$ cat src/rtl/hnoc_pkg.sv
// Shared constants and helpers for the hnoc switch: destination-field extraction,
// FIFO pointer width and statistics counter width.
package hnoc_pkg;

  localparam int StatsW   = 16;
  localparam int MaxDataW = 256;
  localparam int MaxAddrW = 16;

  function automatic int ptr_width(input int depth);
    return (depth > 1) ? $clog2(depth) : 1;
  endfunction

  // Destination occupies the top addr_w bits of a data_w-bit flit.
  function automatic logic [MaxAddrW-1:0] dest_of(input logic [MaxDataW-1:0] flit,
                                                  input int data_w, input int addr_w);
    logic [MaxAddrW-1:0] d;
    d = '0;
    for (int i = 0; i < MaxAddrW; i++) begin
      if (i < addr_w) d[i] = flit[data_w - addr_w + i];
    end
    return d;
  endfunction

endpackage

$ cat src/rtl/hnoc_fifo.sv
// Single-clock input FIFO with a registered read port; a freshly written entry
// becomes visible at the head one cycle after it was written.
module hnoc_fifo
  import hnoc_pkg::*;
#(
  parameter int Width = 36,
  parameter int Depth = 4
) (
  input  logic             clk_i,
  input  logic             rst_i,
  input  logic             wr_en_i,
  input  logic [Width-1:0] wr_data_i,
  input  logic             rd_en_i,
  output logic [Width-1:0] rd_data_o,
  output logic             full_o,
  output logic             empty_o
);

  localparam int PtrW = ptr_width(Depth);

  logic [Width-1:0] mem_q [Depth];
  logic [PtrW-1:0]  wr_ptr_q, rd_ptr_q, rd_ptr_d;
  logic [PtrW:0]    count_q, count_d, remain;
  logic [Width-1:0] rd_data_q;
  logic             head_vld_q;
  logic             wr_ok, rd_ok;

  assign full_o   = (count_q == (PtrW+1)'(Depth));
  assign empty_o  = ~head_vld_q;
  assign wr_ok    = wr_en_i & ~full_o;
  assign rd_ok    = rd_en_i & head_vld_q;
  assign rd_ptr_d = rd_ptr_q + PtrW'(rd_ok);
  assign remain   = count_q - (PtrW+1)'(rd_ok);
  assign count_d  = remain + (PtrW+1)'(wr_ok);
  assign rd_data_o = rd_data_q;

  always_ff @(posedge clk_i or posedge rst_i) begin
    if (rst_i) begin
      wr_ptr_q   <= '0;
      rd_ptr_q   <= '0;
      count_q    <= '0;
      head_vld_q <= 1'b0;
    end else begin
      wr_ptr_q   <= wr_ptr_q + PtrW'(wr_ok);
      rd_ptr_q   <= rd_ptr_d;
      count_q    <= count_d;
      // Only entries written before this edge are readable from memory now.
      head_vld_q <= (remain != '0);
    end
  end

  always_ff @(posedge clk_i) begin
    if (wr_ok) mem_q[wr_ptr_q] <= wr_data_i;
    rd_data_q <= mem_q[rd_ptr_d];
  end

endmodule

$ cat src/rtl/hnoc_nport_switch.sv
// N-port flit switch: per-input FIFOs, address-range routing, round-robin egress
// arbitration into one-entry output registers. HNOC_STATS_EN adds per-egress flit counters.
module hnoc_nport_switch
  import hnoc_pkg::*;
#(
  parameter int DataWidth = 36,
  parameter int AddrWidth = 4,
  parameter int NumPorts  = 4,
  parameter int FifoDepth = 4,
  parameter logic [NumPorts*AddrWidth-1:0] PortMin = '0,
  parameter logic [NumPorts*AddrWidth-1:0] PortMax = '0,
  parameter int UpPort    = 0
) (
  input  logic                          i_clk,
  input  logic                          i_reset,
  input  logic [NumPorts*DataWidth-1:0] i_data,
  input  logic [NumPorts-1:0]           i_data_valid,
  output logic [NumPorts-1:0]           o_data_ready,
  output logic [NumPorts*DataWidth-1:0] o_data,
  output logic [NumPorts-1:0]           o_data_valid,
  input  logic [NumPorts-1:0]           i_data_ready
`ifdef HNOC_STATS_EN
  ,
  output logic [NumPorts*StatsW-1:0]    o_flit_count
`endif
);

  localparam int IdxW = $clog2(NumPorts);

  logic                 rdy_en_q;
  logic [NumPorts-1:0]  full, empty, push, pop, load_en, gnt_vld, out_vld_q;
  logic [DataWidth-1:0] head [NumPorts];
  logic [DataWidth-1:0] out_q [NumPorts];
  logic [MaxAddrW-1:0]  dest [NumPorts];
  logic [IdxW-1:0]      route [NumPorts];
  logic [IdxW-1:0]      gnt_idx [NumPorts];
  logic [IdxW-1:0]      rr_ptr_q [NumPorts];

  assign o_data_ready = {NumPorts{rdy_en_q}} & ~full;
  assign push         = i_data_valid & o_data_ready;
  assign load_en      = ~out_vld_q | i_data_ready;
  assign o_data_valid = out_vld_q;

  for (genvar p = 0; p < NumPorts; p++) begin : g_port
    hnoc_fifo #(.Width(DataWidth), .Depth(FifoDepth)) u_fifo (
      .clk_i    (i_clk),
      .rst_i    (i_reset),
      .wr_en_i  (push[p]),
      .wr_data_i(i_data[p*DataWidth +: DataWidth]),
      .rd_en_i  (pop[p]),
      .rd_data_o(head[p]),
      .full_o   (full[p]),
      .empty_o  (empty[p])
    );
    assign o_data[p*DataWidth +: DataWidth] = out_q[p];
  end

  // Lowest-index matching range wins; unmatched addresses go upstream.
  always_comb begin
    for (int p = 0; p < NumPorts; p++) begin
      dest[p]  = dest_of(MaxDataW'(head[p]), DataWidth, AddrWidth);
      route[p] = IdxW'(UpPort);
      for (int q = NumPorts - 1; q >= 0; q--) begin
        if (dest[p] >= MaxAddrW'(PortMin[q*AddrWidth +: AddrWidth]) &&
            dest[p] <= MaxAddrW'(PortMax[q*AddrWidth +: AddrWidth]))
          route[p] = IdxW'(q);
      end
    end
  end

  always_comb begin
    int cand;
    cand = 0;
    for (int q = 0; q < NumPorts; q++) begin
      gnt_vld[q] = 1'b0;
      gnt_idx[q] = '0;
      for (int i = 0; i < NumPorts; i++) begin
        cand = int'(rr_ptr_q[q]) + i;
        if (cand >= NumPorts) cand = cand - NumPorts;
        if (load_en[q] && !gnt_vld[q] && !empty[cand] && route[cand] == IdxW'(q)) begin
          gnt_vld[q] = 1'b1;
          gnt_idx[q] = IdxW'(cand);
        end
      end
    end
  end

  // Each head routes to exactly one egress, so an input is granted at most once.
  always_comb begin
    pop = '0;
    for (int p = 0; p < NumPorts; p++) begin
      for (int q = 0; q < NumPorts; q++) begin
        if (gnt_vld[q] && gnt_idx[q] == IdxW'(p)) pop[p] = 1'b1;
      end
    end
  end

  always_ff @(posedge i_clk or posedge i_reset) begin
    if (i_reset) begin
      rdy_en_q <= 1'b0;
      for (int q = 0; q < NumPorts; q++) begin
        out_q[q]     <= '0;
        out_vld_q[q] <= 1'b0;
        rr_ptr_q[q]  <= '0;
      end
    end else begin
      rdy_en_q <= 1'b1;
      for (int q = 0; q < NumPorts; q++) begin
        if (load_en[q]) begin
          out_vld_q[q] <= gnt_vld[q];
          if (gnt_vld[q]) begin
            out_q[q]    <= head[gnt_idx[q]];
            rr_ptr_q[q] <= (gnt_idx[q] == IdxW'(NumPorts - 1)) ? '0 : gnt_idx[q] + IdxW'(1);
          end
        end
      end
    end
  end

`ifdef HNOC_STATS_EN
  logic [StatsW-1:0] cnt_q [NumPorts];

  always_ff @(posedge i_clk or posedge i_reset) begin
    if (i_reset) begin
      for (int q = 0; q < NumPorts; q++) cnt_q[q] <= '0;
    end else begin
      for (int q = 0; q < NumPorts; q++) begin
        if (out_vld_q[q] && i_data_ready[q]) cnt_q[q] <= cnt_q[q] + StatsW'(1);
      end
    end
  end

  for (genvar q = 0; q < NumPorts; q++) begin : g_cnt
    assign o_flit_count[q*StatsW +: StatsW] = cnt_q[q];
  end
`endif

endmodule
$ cat config.mk
export PLATFORM = sky130hd
export DESIGN_NAME = hnoc_nport_switch
export DESIGN_NICKNAME = d
export VERILOG_FILES = /design/src/rtl/hnoc_pkg.sv /design/src/rtl/hnoc_fifo.sv /design/src/rtl/hnoc_nport_switch.sv
export SDC_FILE = /design/constraint.sdc
export NUM_CORES = 1
export LEC_CHECK = 0
export ABC_AREA = 1
export CAP_MARGIN = 20
export CORE_MARGIN = 2
export CORE_UTILIZATION = 45
export DETAILED_ROUTE_END_ITERATION = 8
export PLACE_DENSITY = 0.7
export SLEW_MARGIN = 15
export SYNTH_ARGS = -nofsm -noshare
export SYNTH_HDL_FRONTEND = slang
export SYNTH_HIERARCHICAL = 1
export SYNTH_SLANG_ARGS = --single-unit
$ cat constraint.sdc
create_clock -name i_clk -period 3.7 [get_ports i_clk]
set_input_delay 0.37 -clock i_clk [delete_from_list [all_inputs] [get_ports i_clk]]
set_output_delay 0.37 -clock i_clk [all_outputs]
set_load 0.01 [all_outputs]
; Yosys cells after proc, flatten, opt, wreduce, memory -nomap -nowiden
; Memory sizes are Yosys's and may differ from the RTL's. A register that Yosys moved wholly into a read port is not among the register bits.
; Index checks and enable logic that the tools add are counted.
[word_totals]
reg_bits = 189
latch_bits = 0
ram_bits = 576
rom_bits = 0
out_inout_bits = 152
n_memories = 4
[mem_list]
columns = memory, depth, width, rd, rd_ports_with_merged_regs, wr, line_no
row1 = g_port[0].u_fifo.mem_q, 4, 36, 1, 1, 1, hnoc_fifo.sv:21  ; logic [Width-1:0] mem_q [Depth];
row2 = g_port[1].u_fifo.mem_q, 4, 36, 1, 1, 1, hnoc_fifo.sv:21
row3 = g_port[2].u_fifo.mem_q, 4, 36, 1, 1, 1, hnoc_fifo.sv:21
row4 = g_port[3].u_fifo.mem_q, 4, 36, 1, 1, 1, hnoc_fifo.sv:21
[op_classes]
addsub = 48
n_mul = 0
div = 0
magnitude_cmp = 52
eq_ne = 28
n_shift = 0
n_mux = 184
bitwise_logic = 41
n_reduce_logical = 104
[ops]
columns = op, n
row1 = 32-bit by 3-bit >= comparator with 1-bit output (second input constant), 16
row2 = 32-bit by 4-bit < comparator with 1-bit output (second input constant), 16
row3 = 32-bit two-way mux, 16
row4 = 32-bit NOT, 16
row5 = 36-bit binary-select mux with 2-bit select, 4
row6 = 36-bit two-way mux, 8
row7 = 2-bit two-way mux, 52
row8 = 1-bit two-way mux, 72
row9 = 2-bit binary-select mux with 2-bit select, 16
row10 = 1-bit logical AND, 60
row11 = 3-bit >= comparator (second input constant), 16
row12 = 3-bit by 3-bit subtractor with 4-bit output (second input constant), 12
row13 = 1-bit binary-select mux with 2-bit select, 16
row14 = 2-bit equality test (second input constant), 16
row15 = 1-bit logical NOT, 28
row16 = 2-bit by 2-bit adder with 3-bit output (second input constant), 8
row17 = 2-bit by 1-bit adder with 2-bit output, 8
row18 = 2-bit by 1-bit equality test with 1-bit output (second input constant), 8
row19 = 2-bit logical NOT, 8
row20 = 2-bit by 3-bit subtractor with 4-bit output (second input constant), 4
row21 = 2-bit by 1-bit adder with 3-bit output (second input constant), 4
row22 = 3-bit by 1-bit adder with 3-bit output, 4
row23 = 3-bit equality test (second input constant), 4
row24 = 2-bit by 3-bit >= comparator with 1-bit output (second input constant), 4
row25 = 10 further kinds, 41

; Logic depth before layout (Yosys ltp)
; Gate-level depths: netlist of the first run.
[depth]
depth_word = 33
mapped_depth = 25
depth_no_buf = 22

; Cells and area by module
; Netlist of the first run, hierarchy kept.
[by_module_without_submodules]
columns = module, n_inst, cells_each, area_per_inst_um2, seq_area_each_um2
row1 = hnoc_fifo (g_port[0].u_fifo ...), 3, 581, 7146.9, 5245.0
row2 = hnoc_fifo (g_port[3].u_fifo), 1, 583, 7148.1, 5245.0
row3 = hnoc_nport_switch, 1, 745, 4399.2, 1001.0

; Worst setup path after synthesis of the first run
; Ideal clock, no wire load.
[synth_timing]
path_kind = reg-to-reg
startpoint = reg g_port[3].u_fifo.count_q[0]
endpoint = mem g_port[3].u_fifo.mem_q[0][0] (enable)
t_arrival_ns = 2.367
required_time_ns = 3.271
slack_ns = 0.904
stages_incl_launch_ff = 7
n_path_buf = 0
cell_sequence = dfrtp_1 > inv_1 > nand3_1 > inv_1 > nor3b_1 > nand2_1 > nor2_1
[synth_via]
elab_chain_len = 7
[synth_rtl]
columns = element, line_no
row1 = "start, declared", hnoc_fifo.sv:23  ; logic [PtrW:0] count_q, count_d, remain;
row2 = "start signal, assigned", hnoc_fifo.sv:46  ; count_q <= count_d;
row3 = 3-bit equality test, hnoc_fifo.sv:28  ; assign full_o = (count_q == (PtrW+1)'(Depth));
row4 = via full[3], hnoc_nport_switch.sv:31  ; logic [NumPorts-1:0] full, empty, push, pop, load_en, gnt_vld, out_vld_q;
row5 = 4-bit NOT, hnoc_nport_switch.sv:39  ; assign o_data_ready = {NumPorts{rdy_en_q}} & ~full;
row6 = 4-bit AND, hnoc_nport_switch.sv:39
row7 = 4-bit AND, hnoc_nport_switch.sv:40  ; assign push = i_data_valid & o_data_ready;
row8 = via push[3], hnoc_nport_switch.sv:31
row9 = 1-bit AND, hnoc_fifo.sv:30  ; assign wr_ok = wr_en_i & ~full_o;
row10 = 1-bit two-way mux, hnoc_fifo.sv:53  ; if (wr_ok) mem_q[wr_ptr_q] <= wr_data_i;
row11 = 1-bit two-way mux (not written as such), hnoc_fifo.sv:53
row12 = "end, declared", hnoc_fifo.sv:21
; The timed path passes the listed nets, and every way through them passes these cells.

; Final worst setup path of the first run
[layout_timing]
startpoint = reg rr_ptr_q[6] in the netlist's numbering
endpoint = reg g_port[2].u_fifo.rd_data_q[11], read port of g_port[2].u_fifo.mem_q
[layout_via]
elab_chain_len = 32
[layout_rtl]
columns = element, line_no
row1 = "start, declared", hnoc_nport_switch.sv:37  ; logic [IdxW-1:0] rr_ptr_q [NumPorts];
row2 = "start signal, assigned by index", hnoc_nport_switch.sv:113  ; rr_ptr_q[q] <= (gnt_idx[q] == IdxW'(NumPorts - 1)) ? '0 : gnt_idx[q] + IdxW'(1);
row3 = 2-bit by 3-bit subtractor with 4-bit output / 2-bit by 3-bit >= comparator with 1-bit output (equally long branches), hnoc_nport_switch.sv:79  ; if (cand >= NumPorts) cand = cand - NumPorts;
row4 = 32-bit two-way mux, hnoc_nport_switch.sv:79
row5 = 32-bit NOT (not written as such) / 1-bit binary-select mux with 2-bit select (equally long branches), hnoc_nport_switch.sv:80  ; if (load_en[q] && !gnt_vld[q] && !empty[cand] && route[cand] == IdxW'(q)) begin
row6 = 2-bit binary-select mux with 2-bit select / 1-bit two-way mux (equally long branches), hnoc_nport_switch.sv:80
row7 = 2-bit two-way mux (not written as such) / 1-bit two-way mux (equally long branches), hnoc_nport_switch.sv:80
row8 = 2-bit two-way mux (not written as such) / 1-bit logical NOT (equally long branches), hnoc_nport_switch.sv:80
row9 = 2-bit logical NOT / 1-bit logical AND (equally long branches), hnoc_nport_switch.sv:80
row10 = 1-bit logical AND, hnoc_nport_switch.sv:80
row11 = (+15 left out), -
row12 = 2-bit two-way mux, hnoc_nport_switch.sv:80
row13 = 2-bit equality test, hnoc_nport_switch.sv:93  ; if (gnt_vld[q] && gnt_idx[q] == IdxW'(p)) pop[p] = 1'b1;
row14 = 1-bit logical AND *, hnoc_nport_switch.sv:93
row15 = 1-bit two-way mux * (4 in series), hnoc_nport_switch.sv:93
row16 = via pop[2], hnoc_nport_switch.sv:31
row17 = 1-bit AND *, hnoc_fifo.sv:31  ; assign rd_ok = rd_en_i & head_vld_q;
row18 = 2-bit by 1-bit adder with 2-bit output *, hnoc_fifo.sv:32  ; assign rd_ptr_d = rd_ptr_q + PtrW'(rd_ok);
row19 = via g_port[2].u_fifo.rd_ptr_d[0], hnoc_fifo.sv:22  ; logic [PtrW-1:0] wr_ptr_q, rd_ptr_q, rd_ptr_d;
row20 = "end, declared", hnoc_fifo.sv:24  ; logic [Width-1:0] rd_data_q;
; The timed path passes the listed nets; every way through them passes the cells marked *. The select of a mux whose other input is x is not followed.
; A chain may end at the register's enable or synchronous reset.

==> reports/results.ini, run 1 <==
[status]
outcome = complete, no violations

[clock_tree]
post_cts_buffers = 0
path_clk_slew_ps = 60
cts_tree = yes
clock-sinks = 792
cts_hold_buf = 0
cts_resized = 0
cts_root_buf = clkbuf_16
cts-htree-levels = 3
cts-buffers-inserted = 82
cts.path.max_buffers = 3
clock_latency_ps = 630

[global_routing]
use_met3_pct = 4.33
grt_max_degree = 73
overflow = 0
grt_busiest_layer = met2
grt.total_usage_pct = 19.8
grt_pass1_vias = 19059
gr-usage-met2_pct = 34.1
antenna_found_initial = 6
grt_pass1_wl_um = 112000
met1_usage_pct = 25.1

[routing]
drt_iter0_drc = 1368
wl_um = 75100
wl_per_cell_um = 17.4
dr.pass1.iters = 5
remaining_drc_errors = 0
vias = 20376
viasPerCell = 4.71
ant_nets = 0

[synth]
synth_top_family_by_area = simple AND/OR/NAND/NOR gates
synth_compound_area_share_pct = 0.0948
yosys.area.top_type = edfxtp_1
synth.most_common_cell = nand2_1
synth_cells = 3071
syn_area_per_cell_sq_um = 10.7
synth_xor_area_share_pct = 0.106
async_reset_ff_share_pct = 9.09
synth_fa_ha_area_share_pct = 0.910
netlist.area_leader.share_pct = 52.4
ys_top_cells_by_count = nand2_1, edfxtp_1, nand2_2
yosysUniqueCellTypes = 31
yosys_warnings = 6
synth-simple-area-share_pct = 24.0
synth_mux_area_share_pct = 0
yosys_register_bits = 792
synth_area_leaders = edfxtp_1, nand2_1, dfxtp_1
seq_area_frac_synth_pct = 66.6
ys.flop_type = edfxtp_1
netlist_area_sq_um = 33000
synth_edf_count = 576

[timing]
finalCritPeriodShare_pct = 85.3
hold_viol = 0
grt_setup_unrepaired = false
min_period_ps = 3150
finalWorstSetupSlack_ps = 545
maxSlewHeadroom_pct = 32.1
fin_worst_skew_ps = 30.8
fin_tns_setup_ps = 0
whs_ps = 237
setup_viol = 0
worst_pin_slew_ps = 1020
drv_slew = 0
fmax_ghz = 0.317

[placement]
port_buffers = 191
pre_cts_ws_ps = 346
place.gp.congestion = 0.837
hpwl_um = 48900

[floorplan]
dieHeight_um = 275
start_util_pct = 45.4
io_pins = 306
core-area_sq_um = 72700
die_area_sq_um = 75500
fp-row-count = 99
chipWidth_um = 275

[power_and_ir_drop]
vdd_drop_max_uv = 942
power_density_nw_per_um2 = 971
total_leakage_power_nw = 16.5

[layout]
fillers = 6191
areaGrowthSynthToFinish_pct = 15.6
regArea_sq_um = 22000
multi_input_area_sq_um = 8850
final_layout_size_suffix_gt1_share_pct = 15.6
fin_nets = 3478

[critical_path]
crit_path_end_kind = flop
critPathArrivalTime_ps = 3710
path_cells = inv_6 > nand2_1 > nand2_2 > nand2_1 > nand2_2 > nand4_2 > nor2_4 > nand2_1 > nand2_2 > buf_12 > inv_2 > nor2_1 > nand2_1 > inv_1 > ha_2 > inv_12 > nand2_2 > nand2_1 > nand2_1 > nand2_1
path_max_fanout = 72
crit_top_cell = nand2_1
cp_data_required_time_ps = 4250
crit_type = flop to flop
slowest_delay_ps = 490
setup.worst_path.start_class = flop
crit_slowest_cell = dfrtp_1

[run]
maxCapViolations = 0

[min_path]
min_path_type = input pin to asynchronous set/reset pin

[metrics by stage]
step | cells | util (%) | area (sq um) | total power (W)
6_report | 4330 | 52.5 | 38100 | 0.0370
4_1_cts | 4328 | 52.5 | 38100 | 0.0374
5_1_grt | 4330 | 52.5 | 38100 | 0.0397
3_3_place_gp | 4175 | 48.8 | 35500 | 0.0289
3_5_place_dp | 4175 | 48.8 | 35500 | 0.0292
2_1_floorplan | 3181 | - | 33400 | 0.0250
[cells by family (layout without fill, tap and decap cells)]
logic type               after synthesis  in the layout
AND/OR/NAND/NOR                     1854           1854
buffers and inverters                389            577
flip-flops                           792            792
adder cells (fa/ha/maj)               24             24
AO/OA/AOI/OAI                          6              6
other                                  2            114
XOR/XNOR                               4              4
[cell usage in the layout (no fill, tap or decap), types with 53 or more instances in the layout]
cell and instances:
buf_4 53, nand2_1 1396, inv_1 146, clkbuf_16 85, dfrtp_1 72, conb_1 112
edfxtp_1 576, clkdlybuf4s50_1 191, dfxtp_1 144, nand2_2 292, nand3_1 122
[sequential cells by signal (all words and copies together), names as in the netlist]
signal,cells
g_port.u_fifo/count_q,12
g_port.u_fifo/head_vld_q,4
g_port.u_fifo/mem_q,576
g_port.u_fifo/rd_data_o,144
g_port.u_fifo/rd_ptr_q,8
g_port.u_fifo/wr_ptr_q,8
o_data,36
o_data_valid,1
rdy_en_q,1
rr_ptr_q,2
[final timing paths]
path	from	endpoint	slack, ps	cells past startpoint
min in group i_clk	i_data[28]	g_port[0].u_fifo/mem_q[2][28]$_DFFE_PP_	370	1
hold / removal	i_reset	g_port[3].u_fifo/rd_ptr_q[0]$_DFF_PP0_	240	2
setup / recovery	rr_ptr_q[6]$_DFFE_PP0P_	g_port[2].u_fifo/rd_data_o[11]$_DFF_P_	550	20
setup reg to reg	rr_ptr_q[6]$_DFFE_PP0P_	g_port[2].u_fifo/rd_data_o[11]$_DFF_P_	550	20
hold reg to reg	o_data[29]$_DFFE_PP0P_	o_data[29]$_DFFE_PP0P_	480	2
max in group asynchronous	i_reset	o_data[2]$_DFFE_PP0P_	2510	2
[where the power goes]
| group | internal, W | switching, W | total, W |
|---|---|---|---|
| clock | 0.00470 | 0.00335 | 0.00805 |
| combinational | 0.00563 | 0.0109 | 0.0165 |
| sequential | 0.0116 | 0.000855 | 0.0125 |
[worst max-delay path: cells and delay by family (launching register included)]
kind                     cells  cell delay, ps
AND/OR/NAND/NOR             14            1280
buffers and inverters        5             840
flip-flops                   1             490
adder cells (fa/ha/maj)      1             350
[routing by layer]
layer	part of all wire (%)	vias up	wire, um
met5	0.045	-	34
met1	40	9604	30300
met2	50	613	37700
met4	2.1	6	1550
met3	7.5	102	5610
li1	-	10051	-
[cell type report]
cell class / instances / share of cell area (%)
clock buffers: 116 / 6.01
inverters: 154 / 1.66
repair buffers: 270 / 7.42
diodes: 2 / 0.0131
flip-flops and latches: 792 / 57.6
multi-input cells: 2000 / 23.2
clock inverters: 37 / 0.918
well taps: 959 / 3.15
Note: power is estimated with default switching activity, not from simulation.
==> run 2: changes to the inputs <==
--- a/config.mk
+++ b/config.mk
@@ -6,7 +6,7 @@
 export NUM_CORES = 1
 export LEC_CHECK = 0
 export ABC_AREA = 1
-export CAP_MARGIN = 20
+export CAP_MARGIN = 0
 export CORE_MARGIN = 2
 export CORE_UTILIZATION = 45
 export DETAILED_ROUTE_END_ITERATION = 8
@@ -16,3 +16,4 @@
 export SYNTH_HDL_FRONTEND = slang
 export SYNTH_HIERARCHICAL = 1
 export SYNTH_SLANG_ARGS = --single-unit
+export TNS_END_PERCENT = 100
==> results of run 2 <==
Same layout as run 1: the final DEF is identical, and so are final timing and power.
==> run 3: changes to the inputs <==
--- a/config.mk
+++ b/config.mk
@@ -7,10 +7,12 @@
 export LEC_CHECK = 0
 export ABC_AREA = 1
 export CAP_MARGIN = 0
+export CELL_PAD_IN_SITES_DETAIL_PLACEMENT = 1
+export CELL_PAD_IN_SITES_GLOBAL_PLACEMENT = 1
 export CORE_MARGIN = 2
 export CORE_UTILIZATION = 45
 export DETAILED_ROUTE_END_ITERATION = 8
-export PLACE_DENSITY = 0.7
+export PLACE_DENSITY_LB_ADDON = 0.05
 export SLEW_MARGIN = 15
 export SYNTH_ARGS = -nofsm -noshare
 export SYNTH_HDL_FRONTEND = slang
==> run 3 against run 2 <==
First-iteration DRC count fell by 18%. Sequential share of layout area up 0.29 points. Final cell count is 0.37% lower. Global-route usage grew 2.9 points. Register-to-register slack lost 270 ps. Clock skew is 15 ps lower. Critical path depth shrank 1. Flip-flop and latch count unchanged. Largest power group unchanged. Die area did not move. Clock power grew 3.9%. Hold slack better by 120 ps.
==> reports/results.ini, run 3 (synthesis results as in run 1) <==
[critical_path]
cpLargestDelayFamily = simple AND/OR/NAND/NOR gates
path_cells = inv_6 > nand2_1 > nand2_1 > nand2_1 > nand2_2 > nand4_2 > o21ai_1 > nand2_2 > ha_1 > nand2_1 > inv_1 > nand2_1 > inv_1 > ha_2 > buf_4 > nand2_1 > nand2_1 > nand2_1 > nand2_1
crit_top_cell = nand2_1
slowest_delay_ps = 540
crit_slowest_cell = ha_2
cp_data_required_time_ps = 4250
crit_type = flop to flop
crit_path_end_kind = flop
setup.worst_path.start_class = flop
path_max_fanout = 33
critPathBufInv = 4
critPathArrivalTime_ps = 3970

[routing]
vias = 20922
drt_iter0_drc = 1115
dr.pass1.iters = 5
wl_per_cell_um = 19.9
viasPerCell = 4.85
remaining_drc_errors = 0
ant_nets = 0
wl_um = 85700

[layout]
final_cell_mix = nand2_1, edfxtp_1, nand2_2
fillers = 7814
final_common_cell = nand2_1
multi_input_area_sq_um = 8850
antennaDiodeCount = 0
regArea_sq_um = 22000
fin_nets = 3463
areaGrowthSynthToFinish_pct = 15.1
final_layout_size_suffix_gt1_share_pct = 15.3
top_register = g_port.u_fifo/mem_q
largest_reg_flops = 576
fin_area_sq_um = 38000

[timing]
hold_viol = 0
grt_setup_unrepaired = false
finalCritPeriodShare_pct = 92.7
worst_pin_slew_ps = 955
maxSlewHeadroom_pct = 36.3
finalWorstSetupSlack_ps = 270
drv_slew = 0
setup_viol = 0
min_period_ps = 3430
fin_worst_skew_ps = 15.7
fmax_ghz = 0.292
whs_ps = 361
fin_tns_setup_ps = 0

[power_and_ir_drop]
total_leakage_power_nw = 16.4
p_int_w = 0.0216
power_frac_clock_pct = 22.4
swShare_pct = 42.0
p_sw_w = 0.0156
power_density_nw_per_um2 = 981
power.total_w = 0.0373
combPwrFrac_pct = 43.9
vdd_drop_max_uv = 841
power_frac_seq_pct = 33.6

[clock_tree]
path_clk_slew_ps = 60
cts-buffers-inserted = 86
clock-sinks = 792
clock_latency_ps = 610
cts-htree-levels = 3
cts_tree = yes
cts_resized = 0
cts_hold_buf = 0
cts_root_buf = clkbuf_16
post_cts_buffers = 0
cts.path.max_buffers = 3

[placement]
hpwl_um = 56000
pre_cts_ws_ps = 27.0
post_dp_cell_area_sq_um = 35200
port_buffers = 191
place.gp.congestion = 0.802

[global_routing]
overflow = 0
grt_pass1_vias = 21927
grt_max_degree = 73
antenna_found_initial = 0
grt.total_usage_pct = 22.7
grt_pass1_wl_um = 128000

[min_path]
min_path_type = input pin to asynchronous set/reset pin

[floorplan]
chipWidth_um = 275
io_pins = 306
die_area_sq_um = 75500
start_util_pct = 45.4
core-area_sq_um = 72700
dieHeight_um = 275
fp-row-count = 99

[status]
outcome = complete, no violations

[run]
maxCapViolations = 0

run 3: cell types whose count changed in the layout (fill, tap and decap cells not counted), moves of 5 or more:
cell	previous run	this run
clkbuf_16	85	91
clkbuf_8	5	14
buf_12	26	12
buf_4	53	48
run 3: worst paths after layout:
check | startpoint | endpoint | slack (ps) | cells past startpoint
setup / recovery | rr_ptr_q[6]$_DFFE_PP0P_ | g_port[3].u_fifo/rd_data_o[29]$_DFF_P_ | 270 | 19
hold reg to reg | o_data[7]$_DFFE_PP0P_ | o_data[7]$_DFFE_PP0P_ | 480 | 2
max in group asynchronous | i_reset | o_data[7]$_DFFE_PP0P_ | 2470 | 2
min in group i_clk | i_data[135] | g_port[3].u_fifo/mem_q[0][27]$_DFFE_PP_ | 390 | 1
hold / removal | i_reset | g_port[0].u_fifo/rd_ptr_q[0]$_DFF_PP0_ | 360 | 2
setup reg to reg | rr_ptr_q[6]$_DFFE_PP0P_ | g_port[3].u_fifo/rd_data_o[29]$_DFF_P_ | 270 | 19
run 3: power by group through the flow:
stage / logic [W] / clock network [W] / registers (W)
6_report: 0.0164 / 0.00836 / 0.0125
3_5_place_dp: 0.0166 / 0 / 0.0127
4_1_cts: 0.0168 / 0.00855 / 0.0126
5_1_grt: 0.0184 / 0.00890 / 0.0127
2_1_floorplan: 0.0126 / 0 / 0.0124
3_3_place_gp: 0.0160 / 0 / 0.0127
run 3: per-stage QoR:
step | utilization [%] | instances
global route | 52.2 | 4314
finish | 52.2 | 4314
floorplan | - | 3181
detailed placement | 48.4 | 4156
CTS | 52.2 | 4314
global placement | 48.4 | 4156
run 3: area by class of cell:
cell class                 count  share of cell area [%]
multi-input combinational   2000                    23.3
timing repair buffer         251                    6.62
clock buffer                 133                    6.78
tap                          959                    3.16
inverter                     154                    1.67
clock inverter                25                   0.527
sequential                   792                    57.9
run 3: worst register-to-register path: stages (launching register included):
cell and delay (ps):
dfrtp_1 500, inv_6 150, nand2_1 60, nand2_1 100, nand2_1 100, nand2_2 110
nand4_2 130, o21ai_1 170, nand2_2 110, ha_1 210, nand2_1 70, inv_1 60
nand2_1 110, inv_1 80, ha_2 550, buf_4 440, nand2_1 150, nand2_1 120
nand2_1 70, nand2_1 100
run 3: per-layer routing:
metal	global-route usage, %	vias up	part of all wire (%)	wire length [um]
met2	40.0	344	51	44100
met5	0	-	0	0
met4	8.85	0	3.4	2880
met3	3.26	130	3.8	3240
li1	-	10002	-	-
met1	28.3	10446	41	35500
==> variant, RTL diff (config.mk and constraints of run 2) <==
One comparison of `count_q` changes from == to >=.
--- a/src/rtl/hnoc_fifo.sv
+++ b/src/rtl/hnoc_fifo.sv
@@ -26,5 +26,5 @@
   logic             wr_ok, rd_ok;
 
-  assign full_o   = (count_q == (PtrW+1)'(Depth));
+  assign full_o   = (count_q >= (PtrW+1)'(Depth));
   assign empty_o  = ~head_vld_q;
   assign wr_ok    = wr_en_i & ~full_o;
Formal check against the unedited RTL: no difference found for any inputs over 4 cycles, from zero or initial values and one cycle with i_reset high; that may be too few to reach the edited logic, so the function may still have changed.
==> variant against run 2 <==
Synthesized area down 0.91%; sequential cell count unchanged; global-route usage about the same; combinational power decreased by 12%; setup slack improved by 45 ps; power shrank 7.8%; die area decreased by 0.90%; sequential share of layout area increased by 0.83 points; wire length fell by 1.2%; final area is 1.4% lower; critical endpoint is now g_port[3].u_fifo/rd_data_o[26]$_DFF_P_.
==> variant: results (changes against run 2) <==
{
  "reg2regPathDepth": {"value": 18, "change": "-10%"},
  "flop2flop_setup_slack": {"value": 590, "unit": "ps", "change": "+50 ps"},
  "synth-seq-area-share": {"value": 67.25, "unit": "%", "change": "+0.61 points"},
  "cell_leakage_power": {"value": 16.26, "unit": "nW", "change": "-1.5%"},
  "pre_cts_slack": {"value": 320.8, "unit": "ps", "change": "-25.10 ps"},
  "cts_inserted_buffers": {"value": 81, "change": "-1.2%"},
  "gr-usage-all-layers": {"value": 19.78, "unit": "%", "change": "-0.026 points"},
  "insertedDiodeCount": {"value": 0, "change": "-2"},
  "synth-adder-area-share": {"value": 0.9569, "unit": "%", "change": "+0.047 points"},
  "area_post_placement": {"value": 35020, "unit": "µm²", "change": "-1.3%"},
  "cts-root-to-sink-buffers": {"value": 3, "change": "unchanged"},
  "critical_path_arrival": {"value": 3640, "unit": "ps", "change": "-70 ps"},
  "clock_skew": {"value": 20.87, "unit": "ps", "change": "-9.981 ps"},
  "final_net_count": {"value": 3434, "change": "-1.3%"},
  "run_status": {"value": "finished clean"},
  "drt_iter0_drc": {"value": 1819, "change": "+33%"},
  "detail_route.wl_per_cell": {"value": 17.40, "unit": "µm", "change": "+0.24%"},
  "r2r-start": {"value": "o_data_valid[0]$_DFFE_PP0P_"},
  "synth_xor_xnor_area_share": {"value": 0.1072, "unit": "%", "change": "+0.00098 points"},
  "complex_gate_fraction_of_the_synthesized_area": {"value": 0.09569, "unit": "%", "change": "+0.00087 points"},
  "slew-limit-headroom": {"value": 30.89, "unit": "%", "change": "-1.2 points"},
  "first_pass_grt_wire_length": {"value": 110.1, "unit": "mm", "change": "-1.4%"},
  "worst-path-max-fanout": {"value": 27, "change": "-63%"},
  "netlist_top_cells_count": {"value": "nand2_1 (1449), edfxtp_1 (576), nand2_2 (221)"},
  "gp_congestion": {"value": 0.8429, "change": "+0.68%"},
  "fraction_of_layout_instances_using_a_drive_strength_above_1": {"value": 13.17, "unit": "%", "change": "-2.5 points"},
  "detail_route.vias_per_cell": {"value": 4.766, "change": "+1.3%"},
  "fillerInstances": {"value": 6098, "change": "-1.5%"},
  "dp_hpwl": {"value": 48.05, "unit": "mm", "change": "-1.8%"},
  "critical_path.slowest_cell": {"value": "dfrtp_1"},
  "max_stage_delay": {"value": 450, "unit": "ps", "change": "-40 ps"},
  "fin_crit": {"value": 3110, "unit": "ps", "change": "-45.09 ps"},
  "grt_pass1_vias": {"value": 18848, "change": "-1.1%"},
  "path_delay_family": {"value": "simple AND/OR/NAND/NOR gates"},
  "peak_supply_drop": {"value": 783.9, "unit": "µV", "change": "-17%"},
  "number_of_antenna_violations_at_the_first_check_in_global_routing": {"value": 7, "change": "+1"},
  "worstReg2RegEnd": {"value": "g_port[3].u_fifo/rd_data_o[26]$_DFF_P_"},
  "power_switching": {"value": 13.60, "unit": "mW", "change": "-9.8%"},
  "synth.area.top_cells": {"value": "edfxtp_1 (53%), nand2_1 (17%), dfxtp_1 (8.8%), dfrtp_1 (5.5%), nand2_2 (4.2%)"},
  "cts_max_level": {"value": 3, "change": "unchanged"}
}
## variant: changes by cell type after synthesis, sizes merged
cell / change
inv: -7
nand3: -5
nand2: -18
nand4: -3
nor2: -17
clkbuf: +4
nand3b: +3
ha: +1
nor3: +16
## variant: cell families after synthesis
logic type / Yosys count
simple gates: 1830
flops: 792
buf+inv: 386
fa+ha+maj: 25
compound gates: 6
xor+xnor: 4
other cells: 2
## variant: final cells by class
cell class                      instances  area [µm²]  share of cell area (%)
Clock buffer                          106        2162                   5.749
Clock inverter                         41       422.9                   1.125
Inverter                              147       599.3                   1.594
Multi-Input combinational cell       1977        8577                   22.81
Sequential cell                       792       21980                   58.45
Tap cell                              950        1189                   3.161
Timing Repair Buffer                  256        2675                   7.113
## variant: stage by stage
step	instances	hold slack (ps)	setup TNS, ps
global placement	4122	466.5	0
global route	4269	233.0	0
CTS	4269	208.0	0
floorplan	3155	185.7	-17650
finish	4269	217.9	0
detailed placement	4122	468.4	0
## variant: power by group through the flow
stage / Combinational, mW / Clock, mW / Sequential, mW
after floorplan: 11.2 / 0 / 11.6
after global placement: 14.3 / 0 / 11.9
after detailed placement: 14.6 / 0 / 11.9
after CTS: 14.7 / 8.07 / 11.7
after global routing: 16.2 / 8.42 / 11.8
final: 14.5 / 7.90 / 11.7
## variant: per-layer routing
layer / GRT usage (%) / vias to the layer above / wire length [µm]
met5: 0 / - / 46
met4: 7.550 / 8 / 2676
met3: 3.702 / 146 / 5035
met2: 33.21 / 706 / 36100
met1: 25.47 / 9536 / 30410
li1: - / 9950 / -
